## config.mk

```make
export PLATFORM = sky130hd
export DESIGN_NAME = mod_addsub_pipe
export DESIGN_NICKNAME = d
export VERILOG_FILES = /design/src/rtl/pqc_addsub_pkg.sv /design/src/rtl/mod_addsub_slice.sv /design/src/rtl/mod_addsub_pipe.sv
export SDC_FILE = /design/constraint.sdc
export NUM_CORES = 1
export LEC_CHECK = 0
export CAP_MARGIN = 10
export CORE_MARGIN = 2
export CORE_UTILIZATION = 37
export CTS_CLUSTER_DIAMETER = 60
export DETAILED_ROUTE_END_ITERATION = 10
export PLACE_DENSITY = 0.67
export REMOVE_ABC_BUFFERS = 1
export SYNTH_ARGS = -nofsm -noshare
export SYNTH_HDL_FRONTEND = slang
export SYNTH_HIERARCHICAL = 1
export SYNTH_SLANG_ARGS = --single-unit
```

## constraint.sdc

```tcl
create_clock -name clk_i -period 9.63 [get_ports clk_i]
set_input_delay 1.926 -clock clk_i [delete_from_list [all_inputs] [get_ports clk_i]]
set_output_delay 1.926 -clock clk_i [all_outputs]
set_load 0.005 [all_outputs]
```

## src/rtl/pqc_addsub_pkg.sv

```systemverilog
`default_nettype none
// ============================================================================
// Module   : pqc_addsub_pkg
// Brief    : Shared constants and types for the pipelined modular add/sub unit
// Revision : 1.0
// ============================================================================
package pqc_addsub_pkg;

    localparam int Q_KYBER_DEF     = 3329;
    localparam int Q_DILITHIUM_DEF = 8380417;
    localparam int KYBER_LANE_W    = 16;
    localparam int DIL_W           = 32;

    typedef enum logic {
        OP_ADD = 1'b0,
        OP_SUB = 1'b1
    } op_e;

    // Raw stage-1 results; the extra MSB of each field is the carry/borrow.
    typedef struct packed {
        logic [KYBER_LANE_W:0] k_raw1;
        logic [KYBER_LANE_W:0] k_raw0;
        logic [DIL_W:0]        d_raw;
        logic                  sel_kd;
        op_e                   op;
    } stage1_t;

endpackage
`default_nettype wire

```

## src/rtl/mod_addsub_slice.sv

```systemverilog
`default_nettype none
// ============================================================================
// Module   : mod_addsub_slice
// Brief    : Combinational stage-1 (raw add/sub) and stage-2 (correction) logic
//            for one 32-bit slice
// Revision : 1.0
// ============================================================================
module mod_addsub_slice
    import pqc_addsub_pkg::*;
#(
    parameter int Q_KYBER     = Q_KYBER_DEF,
    parameter int Q_DILITHIUM = Q_DILITHIUM_DEF
) (
    input  logic [DIL_W-1:0] i_src_a,
    input  logic [DIL_W-1:0] i_src_b,
    input  logic             i_sel_kd,
    input  op_e              i_op,
    output stage1_t          o_stage1,
    input  stage1_t          i_stage1,
    output logic [DIL_W-1:0] o_result
);

    localparam int KW = KYBER_LANE_W;
    localparam logic [KW-1:0]    C_QK     = Q_KYBER[KW-1:0];
    localparam logic [KW:0]      C_QK_EXT = Q_KYBER[KW:0];
    localparam logic [DIL_W-1:0] C_QD     = Q_DILITHIUM[DIL_W-1:0];
    localparam logic [DIL_W:0]   C_QD_EXT = {1'b0, Q_DILITHIUM[DIL_W-1:0]};

    logic [KW:0]    w_a0, w_a1, w_b0, w_b1;
    logic [DIL_W:0] w_ad, w_bd;

    // Zero-extended lanes keep the Kyber carry chains split at bit 16.
    assign w_a0 = {1'b0, i_src_a[KW-1:0]};
    assign w_a1 = {1'b0, i_src_a[DIL_W-1:KW]};
    assign w_b0 = {1'b0, i_src_b[KW-1:0]};
    assign w_b1 = {1'b0, i_src_b[DIL_W-1:KW]};
    assign w_ad = {1'b0, i_src_a};
    assign w_bd = {1'b0, i_src_b};

    always_comb begin
        o_stage1        = '0;
        o_stage1.sel_kd = i_sel_kd;
        o_stage1.op     = i_op;
        if (i_op == OP_SUB) begin
            o_stage1.k_raw0 = w_a0 - w_b0;
            o_stage1.k_raw1 = w_a1 - w_b1;
            o_stage1.d_raw  = w_ad - w_bd;
        end else begin
            o_stage1.k_raw0 = w_a0 + w_b0;
            o_stage1.k_raw1 = w_a1 + w_b1;
            o_stage1.d_raw  = w_ad + w_bd;
        end
    end

    function automatic logic [KW-1:0] fix_kyber(input logic [KW:0] r, input op_e op);
        if (op == OP_SUB)
            return r[KW] ? (r[KW-1:0] + C_QK) : r[KW-1:0];
        else
            return (r >= C_QK_EXT) ? (r[KW-1:0] - C_QK) : r[KW-1:0];
    endfunction

    function automatic logic [DIL_W-1:0] fix_dil(input logic [DIL_W:0] r, input op_e op);
        if (op == OP_SUB)
            return r[DIL_W] ? (r[DIL_W-1:0] + C_QD) : r[DIL_W-1:0];
        else
            return (r >= C_QD_EXT) ? (r[DIL_W-1:0] - C_QD) : r[DIL_W-1:0];
    endfunction

    always_comb begin
        o_result = '0;
        if (i_stage1.sel_kd)
            o_result = {fix_kyber(i_stage1.k_raw1, i_stage1.op),
                        fix_kyber(i_stage1.k_raw0, i_stage1.op)};
        else
            o_result = fix_dil(i_stage1.d_raw, i_stage1.op);
    end

endmodule
`default_nettype wire

```

## src/rtl/mod_addsub_pipe.sv

```systemverilog
`default_nettype none
// ============================================================================
// Module   : mod_addsub_pipe
// Brief    : Two-stage pipelined Kyber/Dilithium modular add/sub, valid/ready
// Revision : 1.0
// ============================================================================
module mod_addsub_pipe
    import pqc_addsub_pkg::*;
#(
    parameter int NUM_SLICES  = 1,
    parameter int Q_KYBER     = Q_KYBER_DEF,
    parameter int Q_DILITHIUM = Q_DILITHIUM_DEF
) (
    input  logic                        clk_i,
    input  logic                        rst_i,
    input  logic                        in_valid_i,
    output logic                        in_ready_o,
    input  logic                        selKD_i,
    input  logic                        op_i,
    input  logic [DIL_W*NUM_SLICES-1:0] srcA_i,
    input  logic [DIL_W*NUM_SLICES-1:0] srcB_i,
    output logic                        out_valid_o,
    input  logic                        out_ready_i,
    output logic [DIL_W*NUM_SLICES-1:0] result_o,
    output logic                        busy_o
);

    localparam int W = DIL_W * NUM_SLICES;

    stage1_t [NUM_SLICES-1:0] w_stage1;
    stage1_t [NUM_SLICES-1:0] r_stage1;
    logic    [W-1:0]          w_result;
    logic    [W-1:0]          r_result;
    logic                     r_s1_valid;
    logic                     r_s2_valid;
    logic                     w_s1_en;
    logic                     w_s2_en;

    assign w_s2_en     = !r_s2_valid | out_ready_i;
    assign w_s1_en     = !r_s1_valid | w_s2_en;
    assign in_ready_o  = w_s1_en;
    assign out_valid_o = r_s2_valid;
    assign result_o    = r_result;
    assign busy_o      = r_s1_valid | r_s2_valid;

    generate
        for (genvar s = 0; s < NUM_SLICES; s++) begin : g_slice
            mod_addsub_slice #(
                .Q_KYBER     (Q_KYBER),
                .Q_DILITHIUM (Q_DILITHIUM)
            ) u_slice (
                .i_src_a  (srcA_i[DIL_W*s +: DIL_W]),
                .i_src_b  (srcB_i[DIL_W*s +: DIL_W]),
                .i_sel_kd (selKD_i),
                .i_op     (op_e'(op_i)),
                .o_stage1 (w_stage1[s]),
                .i_stage1 (r_stage1[s]),
                .o_result (w_result[DIL_W*s +: DIL_W])
            );
        end
    endgenerate

    // Each stage loads only when its downstream slot is free; otherwise it holds.
    always_ff @(posedge clk_i) begin
        if (rst_i) begin
            r_s1_valid <= 1'b0;
            r_s2_valid <= 1'b0;
            r_stage1   <= '0;
            r_result   <= '0;
        end else begin
            if (w_s1_en) begin
                r_s1_valid <= in_valid_i;
                if (in_valid_i)
                    r_stage1 <= w_stage1;
            end
            if (w_s2_en) begin
                r_s2_valid <= r_s1_valid;
                if (r_s1_valid)
                    r_result <= w_result;
            end
        end
    end

endmodule
`default_nettype wire

```

==> results of run 1 <==
==> sequential cells by signal (all words and copies together), names as in the netlist <==
| signal | count |
|---|---|
| r_stage1 | 69 |
| out_valid_o | 1 |
| r_s1_valid | 1 |
| result_o | 32 |
==> power by group through the flow <==
stage	clock [mW]	sequential [mW]	combinational [mW]
5_1_grt	0.402	0.590	0.935
6_report	0.375	0.579	0.839
4_1_cts	0.387	0.576	0.836
2_1_floorplan	0	0.559	0.610
3_5_place_dp	0	0.586	0.832
3_3_place_gp	0	0.583	0.822
==> worst paths after layout <==
check                                                from                   endpoint  slack (ns)  depth (start not counted)
worst max register to register  r_stage1[54]$_SDFFE_PP0P_  result_o[30]$_SDFFE_PP0P_        6.46                         11
worst max-delay path                            srcB_i[5]  r_stage1[32]$_SDFFE_PP0P_        3.51                         20
worst min register to register  result_o[28]$_SDFFE_PP0P_  result_o[28]$_SDFFE_PP0P_        0.47                          2
worst min-delay path            result_o[28]$_SDFFE_PP0P_  result_o[28]$_SDFFE_PP0P_        0.47                          2
==> Yosys cell counts (5+ instances only) <==
library cell / count
nand2_1: 83
nand2b_1: 147
a31oi_1: 19
o21a_1: 8
buf_2: 9
a211oi_1: 10
nand3_1: 64
inv_1: 36
a41oi_1: 5
clkbuf_1: 45
xor2_1: 53
xnor2_1: 90
o31ai_1: 5
a21oi_1: 121
nor4_1: 19
a21o_1: 15
or3_1: 8
nor2b_1: 12
mux2i_1: 80
o21ai_0: 80
or2_2: 10
ha_1: 59
nor2_1: 93
dfxtp_1: 103
o22ai_1: 6
o21bai_1: 7
buf_4: 24
nor3_1: 30
and3_1: 11
a21boi_0: 5
and2_1: 5
==> worst reg2reg max path, cell delays in order, from the launching register on <==
cell	delay [ns]
dfxtp_1	0.41
or4_1	0.59
nor3_2	0.25
a31o_2	0.23
a2111oi_2	0.08
nor2_1	0.58
o21ai_0	0.25
o22ai_1	0.19
xnor2_1	0.14
mux2i_1	0.09
nand3_1	0.12
a21oi_1	0.08
==> metrics by stage <==
| stage | setup WS [ns] | cell area (um2) | utilization |
|---|---|---|---|
| floorplan | 3.93 | 9830 | - |
| global placement | 3.27 | 11400 | 0.414 |
| detailed placement | 3.15 | 11400 | 0.414 |
| CTS | 3.52 | 11700 | 0.425 |
| global route | 3.06 | 11700 | 0.425 |
| finish | 3.51 | 11700 | 0.425 |
==> routing by layer <==
layer  global-route usage  vias up  wire, um
met4               0.0431        0       354
met3               0.0192       25      1080
li1                     -     4848         -
met2                0.281      223     11500
met1                0.274     4367     14000
met5                    0        -         0
==> placed cells by master, fill, tap and decap left out, types with 5 or more instances in the layout <==
cell type	instances
nor2_1	93
clkbuf_16	9
or2_2	10
buf_4	9
o31ai_1	5
or3_1	8
ha_1	59
a211oi_1	10
nor4_1	19
dfxtp_1	102
a21boi_0	5
xor2_1	53
nor3_1	30
a21o_1	15
o21a_1	8
a21oi_1	121
and2_1	5
a31oi_1	19
o21ai_0	80
nor2b_1	12
nand2_1	83
inv_1	36
clkdlybuf4s50_1	103
mux2i_1	80
nand2b_1	147
and3_1	11
a41oi_1	5
o21bai_1	7
xnor2_1	90
o22ai_1	6
nand3_1	64
==> area by class of cell <==
cell class | count | area (um2) | area share
clock buffer | 9 | 225 | 0.0192
clock inverter | 7 | 76.3 | 0.00652
inverter | 36 | 135 | 0.0115
multi-input combinational | 1130 | 7640 | 0.652
sequential | 103 | 2060 | 0.176
tap | 378 | 473 | 0.0404
timing repair buffer | 112 | 1100 | 0.0938
==> cells by family after synthesis <==
group	count (synthesis)
xor gates and xnor gates	143
and+or+nand+nor	519
buffers and inverters	122
DFF	103
muxes	81
adders and majority gates	61
AOI/OAI and AO/OA	326
==> reports/results.ini, run 1 <==
[logic_synthesis]
synth_compound_gate_area_share = 0.193
synth_flop_cell = dfxtp_1
asyncSetResetFlopFracSynth = 0
synth_warnings = 6
synth.cell_area_um2 = 10300
yosysUniqueCellTypes = 82
post_synth_fa_ha_maj_area_fraction = 0.0757
yosysTopAreaCell = dfxtp_1
combinational_family_with_the_most_area_after_synthesis = simple AND/OR/NAND/NOR gates
simple_gate_portion_of_the_synthesized_area = 0.273
xor_xnor_cell_area_share_of_the_yosys_netlist = 0.122
yosys-mux-area-fraction = 0.0790
synth-seq-cells = 103
synth_cells = 1355
seq_area_frac_synth = 0.201
synth_area_per_cell_um2 = 7.59
netlist_top_cells_area = dfxtp_1, nand2b_1, mux2i_1
synth.top_cell.area_share = 0.201
number_of_flops_mapped_to_enable_cells_by_yosys = 0

[detailed_routing]
vias = 9463
routedWlPerCell_um = 15.2
antenna_violating_nets_post_route = 0
postRouteWirelength_um = 26900
via_per_inst = 5.33
first_iter_violations = 636
drt-pass1-iter-count = 5
drc = 0

[timing]
timing.final.setup_violations = 0
min_period_over_period = 0.636
timing.clock.skew_ns = 0.00822
setup-tns-final_ns = 0
fin_hold_ws_ns = 0.475
timing.slew.headroom = 0.273
min_period_ns = 6.12
tightestPinTransition_ns = 1.09
count_of_endpoints_failing_hold_in_the_final_timing_report = 0
timing.final.max_slew_violations = 0
setup_repair_after_global_routing_missed_its_margin = false
clock.fmax_mhz = 163

[pwr]
totalPowerFinal_mw = 1.79
static_leak_nw = 4.50
worst_ir_drop_vdd_uv = 100
part_of_the_total_power_dissipated_in_sequential_elements = 0.323
power.net_switching_mw = 0.717
combPwrFrac = 0.468
clock_power_share = 0.209
powerDensity_nw_per_um2 = 153
intPower_mw = 1.08
fraction_of_power_spent_switching_nets = 0.400

[placed_design]
io_buffer_count = 104
dp.final_hpwl_um = 21200
place_inst = 1759
finalWeightedCongestion = 0.891

[setup_path]
timing.critical_path.cells = clkdlybuf4s50_1 -> or4_1 -> nor3_1 -> and3b_1 -> a21oi_1 -> buf_4 -> nor2_1 -> xor2_1 -> ha_1 -> and4_1 -> nand2b_1 -> nand2b_1 -> a21oi_1 -> o21ai_0 -> a41oi_1 -> o21bai_1 -> o21ai_0 -> xnor2_1 -> nand2b_1 -> mux2i_1
cp-end-kind = flip-flop
worst-endpoint-arrival_ns = 6.41
crit_fanout = 10
timing.critical_path.mode_cell = nand2b_1
crit_type = in2reg
critPathSlowestCell = or4_1
timing.critical_path.max_delay_family = simple AND/OR/NAND/NOR gates
critical_path.startpoint_type = primary input
critical_path_buf_inv_count = 2
critPathRequiredTime_ns = 9.92
crit_path_max_incr_delay_ns = 0.60

[die]
die_width_um = 171
chipHeight_um = 171
core_area_um2 = 27600
pin_count = 105
placement_rows = 61
floorplan.initialDensity = 0.373
die_area_um2 = 29100

[global_route]
grt-ovfl-total = 0
first_pass_grt_wire_length_um = 44200
antenna_found_initial = 0
maximum_number_of_pins_on_one_net_before_global_route_repair = 129
grt_use_total = 0.184
via_count_of_the_first_global_routing_pass = 8759

[cts]
cts_buffer_depth = 2
cts-resized-gates = 0
tritoncts_num_sinks = 103
post_cts_repair_setup_buffers = 0
cts-root-buf = clkbuf_16
clkLatencyLatePin_ns = 0.36
ctsHoldBuffers = 0
tritoncts.num_buffers = 9
cts-htree-levels = 3
path_clk_slew_ns = 0.07
tritoncts = built

[cells_and_area]
diodes = 0
p_r_area_growth_vs_syn_pct = 13.9
layoutNonFillerInstCount = 1775
final_layout_size_suffix_gt1_frac = 0.0437
filler_cell_count = 2818
finalNetCount = 1523

[run]
cap_viol_max_count = 0

[worst_hold_path]
hold_class = reg2reg

[run_status]
outcome = complete, no violations

(Power assumes the default switching activity.)
==> run 2: changes to the inputs <==
- PLACE_DENSITY: 0.67 -> 0.69
- clock period: 9.63 -> 4.9 ns (I/O delays scaled with it)
==> run 2 against run 1 <==
  * Critical path depth increased by 1
  * Count of clock-buffer cells in the layout is the same
  * Register-to-register slack worse by 4.8 ns
  * Routed wire length up 4.3%
  * Largest power group unchanged
  * Highest routed layer unchanged
==> reports/results.ini, run 2 (synthesis gave the netlist of run 1 again) <==
[cts]
cts-root-buf = clkbuf_16  ; unchanged
tritoncts.num_buffers = 9  ; unchanged
tritoncts_num_sinks = 103  ; unchanged
cts-htree-levels = 3  ; unchanged
path_clk_slew_ns = 0.08  ; was 0.07 ns
clkLatencyLatePin_ns = 0.36  ; about the same
ctsHoldBuffers = 0  ; unchanged
cts_buffer_depth = 2  ; unchanged
tritoncts = built  ; unchanged

[die]
core_area_um2 = 27600  ; unchanged
chipHeight_um = 171  ; unchanged
floorplan.initialDensity = 0.373  ; unchanged
die_area_um2 = 29100  ; unchanged
pin_count = 105  ; unchanged
die_width_um = 171  ; unchanged
placement_rows = 61  ; unchanged

[global_route]
grt_use_total = 0.192  ; was 0.184
maximum_number_of_pins_on_one_net_before_global_route_repair = 125  ; was 129
antenna_found_initial = 0  ; unchanged
first_pass_grt_wire_length_um = 45800  ; was 44200 um
grt-ovfl-total = 0  ; unchanged
via_count_of_the_first_global_routing_pass = 9202  ; was 8759

[placed_design]
dp.final_hpwl_um = 22000  ; was 21200 um
io_buffer_count = 104  ; unchanged
preCtsSetupSlack_ns = -0.290  ; was 3.15 ns
finalWeightedCongestion = 0.909  ; was 0.891

[pwr]
static_leak_nw = 4.85  ; was 4.50 nW
totalPowerFinal_mw = 3.61  ; was 1.79 mW
combPwrFrac = 0.491  ; was 0.468
power.net_switching_mw = 1.46  ; was 0.717 mW
clock_power_share = 0.196  ; was 0.209
part_of_the_total_power_dissipated_in_sequential_elements = 0.313  ; was 0.323
worst_ir_drop_vdd_uv = 155  ; was 100 uV
fraction_of_power_spent_switching_nets = 0.405  ; was 0.400
intPower_mw = 2.15  ; was 1.08 mW
powerDensity_nw_per_um2 = 294  ; was 153 nW/um2

[timing]
timing.slew.headroom = 0.219  ; was 0.273
timing.clock.skew_ns = 0.0158  ; was 0.00822 ns
timing.final.max_slew_violations = 0  ; unchanged
clock.fmax_mhz = 217
setup-tns-final_ns = 0  ; unchanged
min_period_ns = 4.61
min_period_over_period = 0.941
fin_hold_ws_ns = 0.476  ; was 0.475 ns
timing.final.ws_setup_ns = 0.291  ; was 3.51 ns
timing.final.setup_violations = 0  ; unchanged
count_of_endpoints_failing_hold_in_the_final_timing_report = 0  ; unchanged
tightestPinTransition_ns = 1.17  ; was 1.09 ns

[setup_path]
crit_fanout = 5  ; was 10
crit_type = in2reg  ; unchanged
worst-endpoint-arrival_ns = 4.89  ; was 6.41 ns
critical_path.startpoint_type = primary input  ; unchanged
critPathRequiredTime_ns = 5.19  ; was 9.92 ns
cp-end-kind = flip-flop  ; unchanged

[detailed_routing]
antenna_violating_nets_post_route = 0  ; unchanged
drc = 0  ; unchanged
postRouteWirelength_um = 28100  ; was 26900 um
met3_layer_wire_length_in_the_routed_design_um = 1430  ; was 1080 um
maxUsedRoutingLayer = met4  ; unchanged
drt-pass1-iter-count = 8  ; was 5
vias = 9732  ; was 9463
routedWlPerCell_um = 15.2  ; about the same
via_per_inst = 5.28  ; was 5.33
first_iter_violations = 824  ; was 636
routed-wl-met2_um = 12000  ; was 11500 um
wirelength_met1_um = 14200  ; was 14000 um

[cells_and_area]
final_layout_size_suffix_gt1_frac = 0.0969  ; was 0.0437
most_used_cells_in_the_layout_excluding_fill_and_tap_cells = nand2b_1, a21oi_1, clkdlybuf4s50_1  ; unchanged
mostFrequentLayoutCell = nand2b_1  ; unchanged
p_r_area_growth_vs_syn_pct = 19.4  ; was 13.9%
finish.utilization = 0.446  ; was 0.425
finalNetCount = 1592  ; was 1523
diodes = 0  ; unchanged
regMostFlops = r_stage1  ; unchanged
filler_cell_count = 2768  ; was 2818
largest_register_ffs = 69  ; unchanged

[worst_hold_path]
hold_class = reg2reg  ; unchanged

[run_status]
outcome = complete, no violations  ; unchanged

[run]
cap_viol_max_count = 0  ; unchanged

run 2: power by group through the flow:
stage	logic, mW	clock network, mW	registers (mW)
2_1_floorplan	1.20	0	1.10
3_3_place_gp	1.72	0	1.14
3_5_place_dp	1.74	0	1.14
4_1_cts	1.75	0.725	1.12
5_1_grt	1.97	0.761	1.15
6_report	1.77	0.708	1.13
run 2: routing by layer:
metal  track usage  vias up
li1              -     4989
met1         0.275     4440
met2         0.299      258
met3        0.0257       45
met4        0.0517        0
met5             0        -
run 2: repair_timing:
action,CTS,global route
buffers inserted,0,0
endpoints found under the setup margin,0,10
resized for setup,0,15
run 2: through the flow:
step                      instance area (um2)  instances
final                                   12300       1844
after global routing                    12300       1844
after CTS                               12200       1844
after detailed placement                11900       1828
after global placement                  11900       1828
after floorplan                          9830       1269
run 2: worst max-delay path, cell delays in order:
cell	delay, ns
clkdlybuf4s50_1	0.42
or4_4	0.56
nor3_1	0.19
buf_4	0.14
and3b_1	0.22
a21oi_1	0.11
buf_4	0.20
buf_4	0.14
nor2_1	0.12
xor2_1	0.18
ha_1	0.28
buf_4	0.17
o21a_1	0.10
o21ai_0	0.14
nand2b_1	0.09
a21o_1	0.23
nand3_1	0.10
a21oi_1	0.06
nor4_2	0.26
nand2b_1	0.09
mux2i_1	0.12
run 2: final cells by class:
| class | count | area [um2] | area share |
|---|---|---|---|
| multi-input combinational | 1130 | 7700 | 0.627 |
| clock buffer | 9 | 225 | 0.0183 |
| inverter | 36 | 135 | 0.0110 |
| timing repair buffer | 181 | 1620 | 0.132 |
| sequential | 103 | 2060 | 0.168 |
| tap | 378 | 473 | 0.0385 |
| clock inverter | 7 | 61.3 | 0.00499 |
run 2: worst paths after layout:
path	from	depth (start not counted)	slack, ns	to
max reg2reg	r_stage1[26]$_SDFFE_PP0P_	10	1.62	result_o[1]$_SDFFE_PP0P_
min	result_o[8]$_SDFFE_PP0P_	2	0.48	result_o[8]$_SDFFE_PP0P_
min reg2reg	result_o[8]$_SDFFE_PP0P_	2	0.48	result_o[8]$_SDFFE_PP0P_
max	srcB_i[5]	21	0.29	r_stage1[33]$_SDFFE_PP0P_
